File: config.mk
export PLATFORM = sky130hd
export DESIGN_NAME = led_frame_scheduler_flat
export DESIGN_NICKNAME = d
export VERILOG_FILES = /design/src/rtl/led_matrix_pkg.sv /design/src/rtl/led_frame_scheduler_if.sv /design/src/rtl/led_frame_buffer.sv /design/src/rtl/led_frame_scheduler.sv /design/src/flat_wrapper.sv
export SDC_FILE = /design/constraint.sdc
export NUM_CORES = 1
export LEC_CHECK = 0
export BUFFER_PORTS_ARGS = -buffer_cell sky130_fd_sc_hd__buf_2
export CAP_MARGIN = 10
export CORE_MARGIN = 10
export CORE_UTILIZATION = 60
export DETAILED_ROUTE_END_ITERATION = 16
export GPL_TIMING_DRIVEN = 1
export PLACE_DENSITY_LB_ADDON = 0.3
export SKIP_LAST_GASP = 1
export SYNTH_ARGS = -nofsm -noshare
export SYNTH_HDL_FRONTEND = slang
export SYNTH_HIERARCHICAL = 1
export SYNTH_SLANG_ARGS = --single-unit
File: constraint.sdc
create_clock -name clk -period 7.2 [get_ports clk]
set_input_delay 1.8 -clock clk [delete_from_list [all_inputs] [get_ports clk]]
set_output_delay 1.8 -clock clk [all_outputs]
set_load 0.005 [all_outputs]
File: src/rtl/led_matrix_pkg.sv
// Shared types for the 8x8 red/green LED matrix frame store and scanner.
package led_matrix_pkg;

    localparam int ROWS = 8;
    localparam int COLS = 8;

    typedef logic [2:0] idx_t;

    // plane[row][col]; a row slice is directly the column drive pattern
    typedef logic [ROWS-1:0][COLS-1:0] plane_t;

    typedef struct packed {
        plane_t red;
        plane_t green;
    } frame_t;

    typedef enum logic {
        BLANK,
        ON
    } scan_state_t;

    function automatic logic [ROWS-1:0] row_onehot(input idx_t r);
        logic [ROWS-1:0] v;
        v = '0;
        v[r] = 1'b1;
        return v;
    endfunction

endpackage

File: src/rtl/led_frame_scheduler_if.sv
// Game-logic side of the frame scheduler: pixel writes, back-buffer clear, swap handshake.
interface led_frame_scheduler_if;
    import led_matrix_pkg::*;

    logic wr_en;
    idx_t wr_row;
    idx_t wr_col;
    logic wr_red;
    logic wr_green;
    logic clr_req;
    logic clr_busy;
    logic swap_req;
    logic swap_ack;

    modport master (
        output wr_en, wr_row, wr_col, wr_red, wr_green, clr_req, swap_req,
        input  clr_busy, swap_ack
    );

    modport slave (
        input  wr_en, wr_row, wr_col, wr_red, wr_green, clr_req, swap_req,
        output clr_busy, swap_ack
    );

endinterface

File: src/rtl/led_frame_buffer.sv
// Double-buffered pixel storage: writes and row clears go to the back buffer,
// the scanner reads one row of the front buffer.
module led_frame_buffer
    import led_matrix_pkg::*;
(
    input  logic            clk,
    input  logic            reset_n,
    input  logic            wr_en,
    input  idx_t            wr_row,
    input  idx_t            wr_col,
    input  logic            wr_red,
    input  logic            wr_green,
    input  logic            clr_en,
    input  idx_t            clr_row,
    input  logic            swap,
    input  idx_t            rd_row,
    output logic [COLS-1:0] rd_red,
    output logic [COLS-1:0] rd_green
);

    frame_t frame_q [2];
    logic   front_sel;
    logic   back_sel;

    assign back_sel = ~front_sel;

    // Back-buffer updates use the pre-swap select, so a write or clear on the
    // swap edge lands in the buffer that is about to become the front.
    always_ff @(posedge clk or negedge reset_n) begin
        if (!reset_n) begin
            frame_q[0] <= '0;
            frame_q[1] <= '0;
            front_sel  <= 1'b0;
        end else begin
            if (clr_en) begin
                frame_q[back_sel].red[clr_row]   <= '0;
                frame_q[back_sel].green[clr_row] <= '0;
            end
            if (wr_en) begin
                frame_q[back_sel].red[wr_row][wr_col]   <= wr_red;
                frame_q[back_sel].green[wr_row][wr_col] <= wr_green;
            end
            if (swap) begin
                front_sel <= back_sel;
            end
        end
    end

    assign rd_red   = frame_q[front_sel].red[rd_row];
    assign rd_green = frame_q[front_sel].green[rd_row];

endmodule

File: src/rtl/led_frame_scheduler.sv
// Row-scan sequencer for the LED matrix with frame-boundary buffer swap and
// an 8-cycle back-buffer clear.
//
//  state | meaning
//  ------+------------------------------------------------------------
//  BLANK | ticks 0..BLANK_TICKS-1 of a row period, all drives off
//  ON    | ticks BLANK_TICKS..ROW_TICKS-1, row selected, cols latched
//
// All scan outputs are registered and computed from the next tick/row, so the
// value seen during a cycle belongs to that cycle's tick. The first edge after
// reset release starts the scan at tick 0 of row 0 (frame_start pulses there).
// BLANK_TICKS is assumed to be at least 1.
module led_frame_scheduler
    import led_matrix_pkg::*;
#(
    parameter int ROW_TICKS   = 6250,
    parameter int BLANK_TICKS = 64
)
(
    input  logic                   clk,
    input  logic                   reset_n,
    led_frame_scheduler_if.slave   bus,
    output logic                   frame_start,
    output logic [COLS-1:0]        red_cols,
    output logic [COLS-1:0]        green_cols,
    output logic [ROWS-1:0]        row_sink
);

    localparam int                TICK_W    = (ROW_TICKS > 1) ? $clog2(ROW_TICKS) : 1;
    localparam logic [TICK_W-1:0] TICK_LAST = TICK_W'(ROW_TICKS - 1);
    localparam logic [TICK_W-1:0] TICK_ON   = TICK_W'(BLANK_TICKS);
    localparam idx_t              ROW_LAST  = 3'd7;

    logic [TICK_W-1:0] tick_q;
    logic [TICK_W-1:0] tick_nxt;
    idx_t              row_q;
    idx_t              row_nxt;
    logic              started_q;
    scan_state_t       state_q;
    idx_t              clr_row_q;
    logic              clr_busy_q;
    logic              swap_ack_q;
    logic              swap_take;
    logic              wr_take;
    logic [COLS-1:0]   front_red;
    logic [COLS-1:0]   front_green;

    // Next position in the scan; holds at tick 0 / row 0 for the first edge.
    always_comb begin
        tick_nxt = '0;
        row_nxt  = row_q;
        if (!started_q) begin
            row_nxt = '0;
        end else if (tick_q == TICK_LAST) begin
            row_nxt = row_q + 3'd1;
        end else begin
            tick_nxt = tick_q + TICK_W'(1);
        end
    end

    assign swap_take = started_q && (tick_nxt == TICK_LAST) && (row_nxt == ROW_LAST)
                       && bus.swap_req && !clr_busy_q;
    assign wr_take   = bus.wr_en && !clr_busy_q;

    assign bus.clr_busy = clr_busy_q;
    assign bus.swap_ack = swap_ack_q;

    led_frame_buffer u_buf (
        .clk      (clk),
        .reset_n  (reset_n),
        .wr_en    (wr_take),
        .wr_row   (bus.wr_row),
        .wr_col   (bus.wr_col),
        .wr_red   (bus.wr_red),
        .wr_green (bus.wr_green),
        .clr_en   (clr_busy_q),
        .clr_row  (clr_row_q),
        .swap     (swap_take),
        .rd_row   (row_nxt),
        .rd_red   (front_red),
        .rd_green (front_green)
    );

    // Tick and row position counters.
    always_ff @(posedge clk or negedge reset_n) begin
        if (!reset_n) begin
            tick_q    <= '0;
            row_q     <= '0;
            started_q <= 1'b0;
        end else begin
            tick_q    <= tick_nxt;
            row_q     <= row_nxt;
            started_q <= 1'b1;
        end
    end

    // Clear sequencer: one back row per cycle, rows 0..7, busy for 8 cycles.
    always_ff @(posedge clk or negedge reset_n) begin
        if (!reset_n) begin
            clr_busy_q <= 1'b0;
            clr_row_q  <= '0;
        end else if (clr_busy_q) begin
            clr_row_q <= clr_row_q + 3'd1;
            if (clr_row_q == ROW_LAST) begin
                clr_busy_q <= 1'b0;
            end
        end else if (bus.clr_req) begin
            clr_busy_q <= 1'b1;
            clr_row_q  <= '0;
        end
    end

    // Scan FSM with registered row/column drives, frame and swap pulses.
    always_ff @(posedge clk or negedge reset_n) begin
        if (!reset_n) begin
            state_q     <= BLANK;
            row_sink    <= '0;
            red_cols    <= '0;
            green_cols  <= '0;
            frame_start <= 1'b0;
            swap_ack_q  <= 1'b0;
        end else begin
            frame_start <= (tick_nxt == '0) && (row_nxt == '0);
            swap_ack_q  <= swap_take;
            case (state_q)
                BLANK: begin
                    if (tick_nxt == TICK_ON) begin
                        state_q    <= ON;
                        row_sink   <= row_onehot(row_nxt);
                        red_cols   <= front_red;
                        green_cols <= front_green;
                    end
                end
                ON: begin
                    if (tick_nxt == '0) begin
                        state_q    <= BLANK;
                        row_sink   <= '0;
                        red_cols   <= '0;
                        green_cols <= '0;
                    end
                end
            endcase
        end
    end

endmodule

File: src/flat_wrapper.sv
// flat-port wrapper written by rule: the top's interface ports become plain ports
module led_frame_scheduler_flat import led_matrix_pkg::*;
#(
    parameter int ROW_TICKS   = 6250,
    parameter int BLANK_TICKS = 64
)
  (clk, reset_n, frame_start, red_cols, green_cols, row_sink, bus_wr_en, bus_wr_row, bus_wr_col, bus_wr_red, bus_wr_green, bus_clr_req, bus_swap_req, bus_clr_busy, bus_swap_ack);
  led_frame_scheduler_if bus_i ();
  input  logic clk;
  input  logic reset_n;
  output logic frame_start;
  output logic [COLS-1:0] red_cols;
  output logic [COLS-1:0] green_cols;
  output logic [ROWS-1:0] row_sink;
  input wire logic [$bits(bus_i.wr_en)-1:0] bus_wr_en;
  input wire logic [$bits(bus_i.wr_row)-1:0] bus_wr_row;
  input wire logic [$bits(bus_i.wr_col)-1:0] bus_wr_col;
  input wire logic [$bits(bus_i.wr_red)-1:0] bus_wr_red;
  input wire logic [$bits(bus_i.wr_green)-1:0] bus_wr_green;
  input wire logic [$bits(bus_i.clr_req)-1:0] bus_clr_req;
  input wire logic [$bits(bus_i.swap_req)-1:0] bus_swap_req;
  output wire logic [$bits(bus_i.clr_busy)-1:0] bus_clr_busy;
  output wire logic [$bits(bus_i.swap_ack)-1:0] bus_swap_ack;
  assign bus_i.wr_en = bus_wr_en;
  assign bus_i.wr_row = bus_wr_row;
  assign bus_i.wr_col = bus_wr_col;
  assign bus_i.wr_red = bus_wr_red;
  assign bus_i.wr_green = bus_wr_green;
  assign bus_i.clr_req = bus_clr_req;
  assign bus_i.swap_req = bus_swap_req;
  assign bus_clr_busy = bus_i.clr_busy;
  assign bus_swap_ack = bus_i.swap_ack;
  led_frame_scheduler #(.ROW_TICKS(ROW_TICKS), .BLANK_TICKS(BLANK_TICKS)) u_core (.clk(clk), .reset_n(reset_n), .bus(bus_i), .frame_start(frame_start), .red_cols(red_cols), .green_cols(green_cols), .row_sink(row_sink));
endmodule
==> results of run 1 <==
## through the flow
stage,cell area [um^2],worst slack (ps)
floorplan,17200,3780
finish,18400,2920
global route,18400,2810
CTS,18400,3020
global placement,17200,3180
detailed placement,17200,3020
## flip-flops by register name, indices dropped and copies added, names as in the netlist
register	count
u_core/bus.clr_busy	1
u_core/bus.swap_ack	1
u_core/clr_row_q	3
u_core/frame_start	1
u_core/green_cols	8
u_core/red_cols	8
u_core/row_q	3
u_core/row_sink	8
u_core/started_q	1
u_core/state_q	1
u_core/tick_q	13
u_core/u_buf/frame_q	256
u_core/u_buf/front_sel	1
## synth_stat cells, drive strengths merged, types with 4 or more instances
master	n	area share
inv	85	0.019
xor2	6	0.0031
nand4	267	0.097
o21ai	393	0.11
a22oi	33	0.014
or3b	6	0.0031
o31ai	66	0.029
and2	5	0.0018
and3	5	0.0018
nand2b	7	0.0025
dfrtp	305	0.44
or4	4	0.0020
nor3b	9	0.0048
nor3	139	0.044
buf	98	0.031
ha	5	0.0036
xnor2	10	0.0051
a21boi	5	0.0022
o2bb2ai	16	0.0081
a21oi	13	0.0038
nand3b	8	0.0035
nand3	17	0.0049
clkbuf	143	0.031
mux2i	5	0.0029
mux4	64	0.084
nand2	45	0.0098
or3	4	0.0015
nor2b	7	0.0025
and3b	6	0.0031
nor2	33	0.0076
## tightest hold or removal path, cell delays in order, from the launching register on
cell,delay (ps)
dfrtp_1,380
inv_1,50
o31ai_1,60
## per-layer routing
metal  global-route usage  share of wire
met1                0.419           0.38
met2                0.459           0.45
met3               0.0908           0.14
met4                0.117          0.035
met5                    0        0.00023
## power by group through the flow
| stage | Combinational, W | Clock [W] | Sequential [W] |
|---|---|---|---|
| floorplan | 0.000490 | 0 | 0.00198 |
| global placement | 0.000704 | 0 | 0.00204 |
| detailed placement | 0.000722 | 0 | 0.00204 |
| CTS | 0.000724 | 0.00189 | 0.00202 |
| global route | 0.000809 | 0.00196 | 0.00204 |
| finish | 0.000760 | 0.00188 | 0.00203 |
## final cells by class
cell class              count  area (um^2)  share of cell area
clock buffers              50         1050              0.0571
flip-flops and latches    305         7640               0.415
repair buffers             79          563              0.0306
clock inverters             9          149             0.00808
inverters                  85          319              0.0173
well taps                 378          473              0.0257
multi-input cells        1206         8230               0.447
## cell families after synthesis
group	count (synthesis)	synth area share
muxes	72	0.0887
adders and majority gates	5	0.00364
xor gates and xnor gates	16	0.00815
AOI/OAI and AO/OA	541	0.181
other	1	0.000218
buffers and inverters	326	0.0809
and+or+nand+nor	571	0.194
DFF	305	0.444
## path summary, 6_finish.rpt
kind	start	end	slack (ps)	depth (start not counted)
worst min register to register	u_core/u_buf/frame_q[64]	u_core/u_buf/frame_q[64]	540	2
min in group asynchronous	reset_n	u_core/row_sink[1]	1250	1
worst max register to register	u_core/tick_q[9]	u_core/green_cols[1]	2920	9
worst min-delay path	u_core/u_buf/frame_q[64]	u_core/u_buf/frame_q[64]	540	2
max in group asynchronous	reset_n	u_core/u_buf/frame_q[194]	4470	2
worst max-delay path	u_core/tick_q[9]	u_core/green_cols[1]	2920	9
==> results.py, run 1 <==
metrics = {
    "outcome": {
        "status": "completed",
    },
    "final_layout": {
        "drive_above_1_share": 0.137,
        "final_cell_mix": "375 x o21ai_0, 304 x dfrtp_1, 267 x nand4_1",
        "layout_commonest_cell": "o21ai_0",
        "fill_cells": 2166,
        "fin_cells": 2112,
        "insertedDiodeCount": 0,
        "layout.nets": 1730,
        "postLayoutCoreUtil": 0.658,
        "area_growth_pct": 7.08,
    },
    "grt": {
        "track_usage": 0.309,
        "grt_pass1_vias": 16000,
        "antenna_found_initial": 1,
        "grt_max_degree": 139,
        "grt_pass1_wl_mm": 89.6,
        "grt-ovfl-total": 0,
    },
    "yosys": {
        "ys_seq_elements": 305,
        "yosysUniqueCellTypes": 61,
        "ys.flop_type": "dfrtp_1",
        "avgSynthCellArea_um2": 9.37,
        "synth_edf_count": 0,
        "syn-num-nets": 1855,
        "yosys_warnings": 6,
        "synth_area_um2": 17200,
        "synth-seq-area-share": 0.444,
        "synthCells": 1837,
        "synth-async-reset-ratio": 1.00,
    },
    "sta": {
        "hold_viol": 0,
        "rsz0062_at_grt": "no",
        "finalSetupViolCount": 0,
        "worst_slew_pin_slew_ps": 1350,
        "finalCriticalPeriod_ps": 4280,
        "drv_slew": 0,
        "hold_ws_ps": 536,
        "fin_crit_sh": 0.594,
        "skew_ps": 29.1,
        "setup-tns-final_ps": 0,
        "max_freq_ghz": 0.234,
        "max_slew_margin": 0.0999,
    },
    "power_and_ir_drop": {
        "clockPowerShare": 0.403,
        "ir_worst_vdd_mv": 0.200,
        "pwr-share-comb": 0.163,
        "powerDensity_nw_per_um2": 253,
        "power.internal_w": 0.00320,
        "cellLeakagePower_nw": 6.20,
        "power.net_switching_w": 0.00147,
        "total_power_w": 0.00467,
        "p_sw_frac": 0.315,
        "p_seq_frac": 0.434,
    },
    "routing": {
        "drc_errors": 0,
        "viasPerCell": 7.64,
        "routedWlPerCell_um": 26.8,
        "dr_total_vias": 16100,
        "drt_wl_total_mm": 56.5,
        "dr.pass1.iters": 6,
        "dr.first_iter.drc_count": 2697,
        "postRouteAntennaNets": 0,
    },
    "clocking": {
        "cts_inserted_buffers": 35,
        "ctsResizeCount": 0,
        "cts_max_level": 2,
        "numClockSinks": 305,
        "cts_tree": "yes",
        "clk_latency_ps": 530,
        "clk_pin_slew_worst_paths_ps": 60,
        "cts-root-buf": "clkbuf_16",
        "cts_hold_repair.buffers": 0,
        "clockBufferDepth": 3,
        "cts_setup_buffers": 0,
    },
    "die": {
        "rows": 61,
        "die_height_um": 189,
        "start_util": 0.614,
        "die_area_um2": 35800,
        "pin_count": 40,
        "die_w_um": 189,
        "core-area_um2": 28000,
    },
    "worst_setup_path": {
        "critPathSlowestCell": "or4_1",
        "crit_required_ps": 7600,
        "endpoint_kind": "register",
        "path_buf_inv": 1,
        "startpoint_type": "register",
        "path_delay_family": "simple AND/OR/NAND/NOR gates",
        "arrival_ps": 4680,
        "worst-setup-path-type": "register to register",
        "critPathMaxFanout": 29,
        "max_stage_delay_ps": 740,
        "path_cells": "or4_4 -> or4_1 -> xnor2_1 -> and2_2 -> buf_4 -> mux4_2 -> a22oi_1 -> nand2_1 -> o2bb2ai_1",
    },
    "job": {
        "drv_cap": 0,
    },
    "placement": {
        "gp_congestion": 0.877,
        "dp.cells": 2051,
        "hpwlAfterDp_mm": 29.9,
        "io_buffers": 39,
    },
    "min_path": {
        "hp-class": "register to register",
    },
}
Note: power is estimated with default switching activity, not from simulation.
==> run 2, diff against run 1 <==
ABC_AREA = 1   (was not set)
clock period = 4.2 ns   (was 7.2 ns; I/O delays follow)
==> results.py, run 2 <==
metrics = {
    "outcome": {
        "status": "completed",
    },
    "clocking": {
        "ctsResizeCount": 0,
        "cts_inserted_buffers": 35,
        "cts_setup_buffers": 0,
        "cts-root-buf": "clkbuf_16",
        "numClockSinks": 305,
        "clockBufferDepth": 3,
        "cts_hold_repair.buffers": 0,
        "clk_latency_ps": 520,
        "cts_max_level": 2,
        "cts_tree": "yes",
        "clk_pin_slew_worst_paths_ps": 60,
    },
    "min_path": {
        "hp-class": "register to register",
        "min_to": "u_core/row_sink[4]",
        "hold_start": "u_core/row_sink[4]",
        "hold_depth": 2,
    },
    "sta": {
        "setup-tns-final_ps": 0,
        "rsz0062_at_grt": "no",
        "finalSetupViolCount": 0,
        "fin_crit_sh": 0.703,
        "worst_slew_pin_slew_ps": 903,
        "finalCriticalPeriod_ps": 2950,
        "hold_viol": 0,
        "skew_ps": 20.4,
        "drv_slew": 0,
        "max_freq_ghz": 0.339,
        "max_slew_margin": 0.398,
    },
    "yosys": {
        "synth_largest_area_cell": "dfrtp_1",
        "yosys_warnings": 6,
        "synthCells": 2379,
        "synth-seq-area-share": 0.458,
        "synth.area.top_cells": "dfrtp_1 46%, nand2_1 15%, nand3_1 10%, nor2_1 6.9%, inv_1 6.3%",
        "yosysMostFrequentCell": "nand2_1",
        "ys.flop_type": "dfrtp_1",
        "synth_top_area_frac": 0.458,
        "avgSynthCellArea_um2": 7.00,
        "ys_seq_elements": 305,
        "synth_edf_count": 0,
        "yosysUniqueCellTypes": 30,
        "synth_area_um2": 16700,
        "syn-num-nets": 2397,
        "synth-async-reset-ratio": 1.00,
        "synth_common_cells": "682 x nand2_1, 334 x nand3_1, 306 x nor2_1",
    },
    "final_layout": {
        "layout.nets": 2379,
        "reg_top3": "u_core/u_buf/frame_q: 256 flops, u_core/tick_q: 13 flops",
        "area_growth_pct": 9.48,
        "layout_commonest_cell": "nand2_1",
        "seq_area_um2": 7640,
        "multi_input_area_um2": 7390,
        "insertedDiodeCount": 0,
        "drive_above_1_share": 0.0788,
        "fin_cells": 2758,
        "largest_reg_flops": 256,
        "final_cell_mix": "682 x nand2_1, 334 x nand3_1, 306 x nor2_1",
        "fill_cells": 2317,
        "top_register": "u_core/u_buf/frame_q",
    },
    "grt": {
        "grt-ovfl-total": 0,
        "track_usage": 0.270,
        "grt_pass1_vias": 14700,
        "antenna_found_initial": 0,
        "grt_max_degree": 110,
        "grt_pass1_wl_mm": 77.3,
    },
    "routing": {
        "drt_wl_total_mm": 47.8,
        "dr.first_iter.drc_count": 1814,
        "dr.pass1.iters": 7,
        "dr_total_vias": 15500,
        "viasPerCell": 5.63,
        "postRouteAntennaNets": 0,
        "routedWlPerCell_um": 17.3,
        "drc_errors": 0,
    },
    "die": {
        "die_height_um": 187,
        "die_w_um": 187,
        "core-area_um2": 27100,
        "die_area_um2": 34800,
        "rows": 60,
        "pin_count": 40,
        "start_util": 0.615,
    },
    "worst_setup_path": {
        "max_stage_delay_ps": 700,
        "path_cells": "buf_4 -> nand2_2 -> inv_2 -> nand4_1 -> nand3_1 -> o21ai_0",
        "reg2reg_from": "u_core/u_buf/front_sel",
        "path_buf_inv": 2,
        "worst-setup-path-type": "register to register",
        "endpoint_kind": "register",
        "critPathMaxFanout": 79,
        "r2r_end": "u_core/u_buf/frame_q[205]",
        "critPathSlowestCell": "buf_4",
        "path_delay_family": "simple AND/OR/NAND/NOR gates",
        "startpoint_type": "register",
        "crit_required_ps": 4570,
        "rrSetupSlack_ps": 1250,
        "arrival_ps": 3320,
        "ff2ff_path_depth": 6,
    },
    "power_and_ir_drop": {
        "power.internal_w": 0.00505,
        "pwr-share-comb": 0.088,
        "power.net_switching_w": 0.00176,
        "clockPowerShare": 0.462,
        "p_sw_frac": 0.258,
        "cellLeakagePower_nw": 8.57,
        "ir_worst_vdd_mv": 0.308,
        "powerDensity_nw_per_um2": 373,
        "p_seq_frac": 0.450,
    },
    "placement": {
        "dp.cells": 2696,
        "hpwlAfterDp_mm": 30.3,
        "gp_congestion": 0.954,
        "io_buffers": 39,
    },
    "job": {
        "drv_cap": 0,
    },
}
==> run 2: cells by family after synthesis <==
logic type | after synthesis | synth area share
xor gates and xnor gates | 2 | 0.00105
DFF | 305 | 0.458
adders and majority gates | 5 | 0.00376
other | 1 | 0.000225
AOI/OAI and AO/OA | 266 | 0.0808
and+or+nand+nor | 1392 | 0.357
buffers and inverters | 408 | 0.0985
==> run 2: how the worst max path moves through the flow <==
stage | startpoint | to | slack [ps] | cells after the start
6_report | u_core/u_buf/front_sel | u_core/u_buf/frame_q[205] | 1250 | 6
5_1_grt | u_core/tick_q[1] | u_core/red_cols[1] | 1040 | 16
4_1_cts | u_core/tick_q[0] | u_core/red_cols[4] | 1330 | 16
3_5_place_dp | u_core/tick_q[1] | u_core/green_cols[6] | 1360 | 17
3_3_place_gp | u_core/tick_q[1] | u_core/red_cols[0] | 1420 | 17
2_1_floorplan | u_core/tick_q[1] | u_core/green_cols[1] | 1910 | 15
==> run 2: layout make-up <==
cell class	count	area share
clock buffer	51	0.0579
timing repair buffer	60	0.0247
inverter	293	0.0605
tap	372	0.0255
multi-input combinational	1666	0.405
clock inverter	11	0.00748
sequential	305	0.419
==> run 2: power by group through the flow <==
| stage | logic [W] | registers, W | clock network [W] |
|---|---|---|---|
| floorplan | 0.000366 | 0.00310 | 0 |
| finish | 0.000598 | 0.00306 | 0.00315 |
| global route | 0.000653 | 0.00307 | 0.00331 |
| detailed placement | 0.000586 | 0.00311 | 0 |
| global placement | 0.000572 | 0.00311 | 0 |
| CTS | 0.000589 | 0.00306 | 0.00317 |
==> run 2: stage by stage <==
stage / cell area [um^2] / power, W / setup WS [ps] / util / hold WS (ps)
4_1_cts: 18200 / 0.00682 / 1330 / 0.673 / 510
3_3_place_gp: 17000 / 0.00368 / 1420 / 0.629 / 490
5_1_grt: 18200 / 0.00703 / 1040 / 0.673 / 531
3_5_place_dp: 17000 / 0.00370 / 1360 / 0.629 / 492
6_report: 18200 / 0.00681 / 1250 / 0.673 / 511
2_1_floorplan: 16700 / 0.00346 / 1910 / - / 478
==> run 2: worst register-to-register path: cells and delay by family, from the launching register on <==
family,cells,cell delay (ps)
compound gates,1,130
buf+inv,2,840
flops,1,480
simple gates,3,1350
==> run 2: per-layer routing <==
layer | wire length, um | vias up | global-route usage | share of wire
met4 | 1520 | 0 | 0.0946 | 0.032
li1 | - | 7435 | - | -
met2 | 21600 | 803 | 0.424 | 0.45
met3 | 5180 | 118 | 0.0497 | 0.11
met5 | 0 | - | 0 | 0
met1 | 19500 | 7180 | 0.367 | 0.41
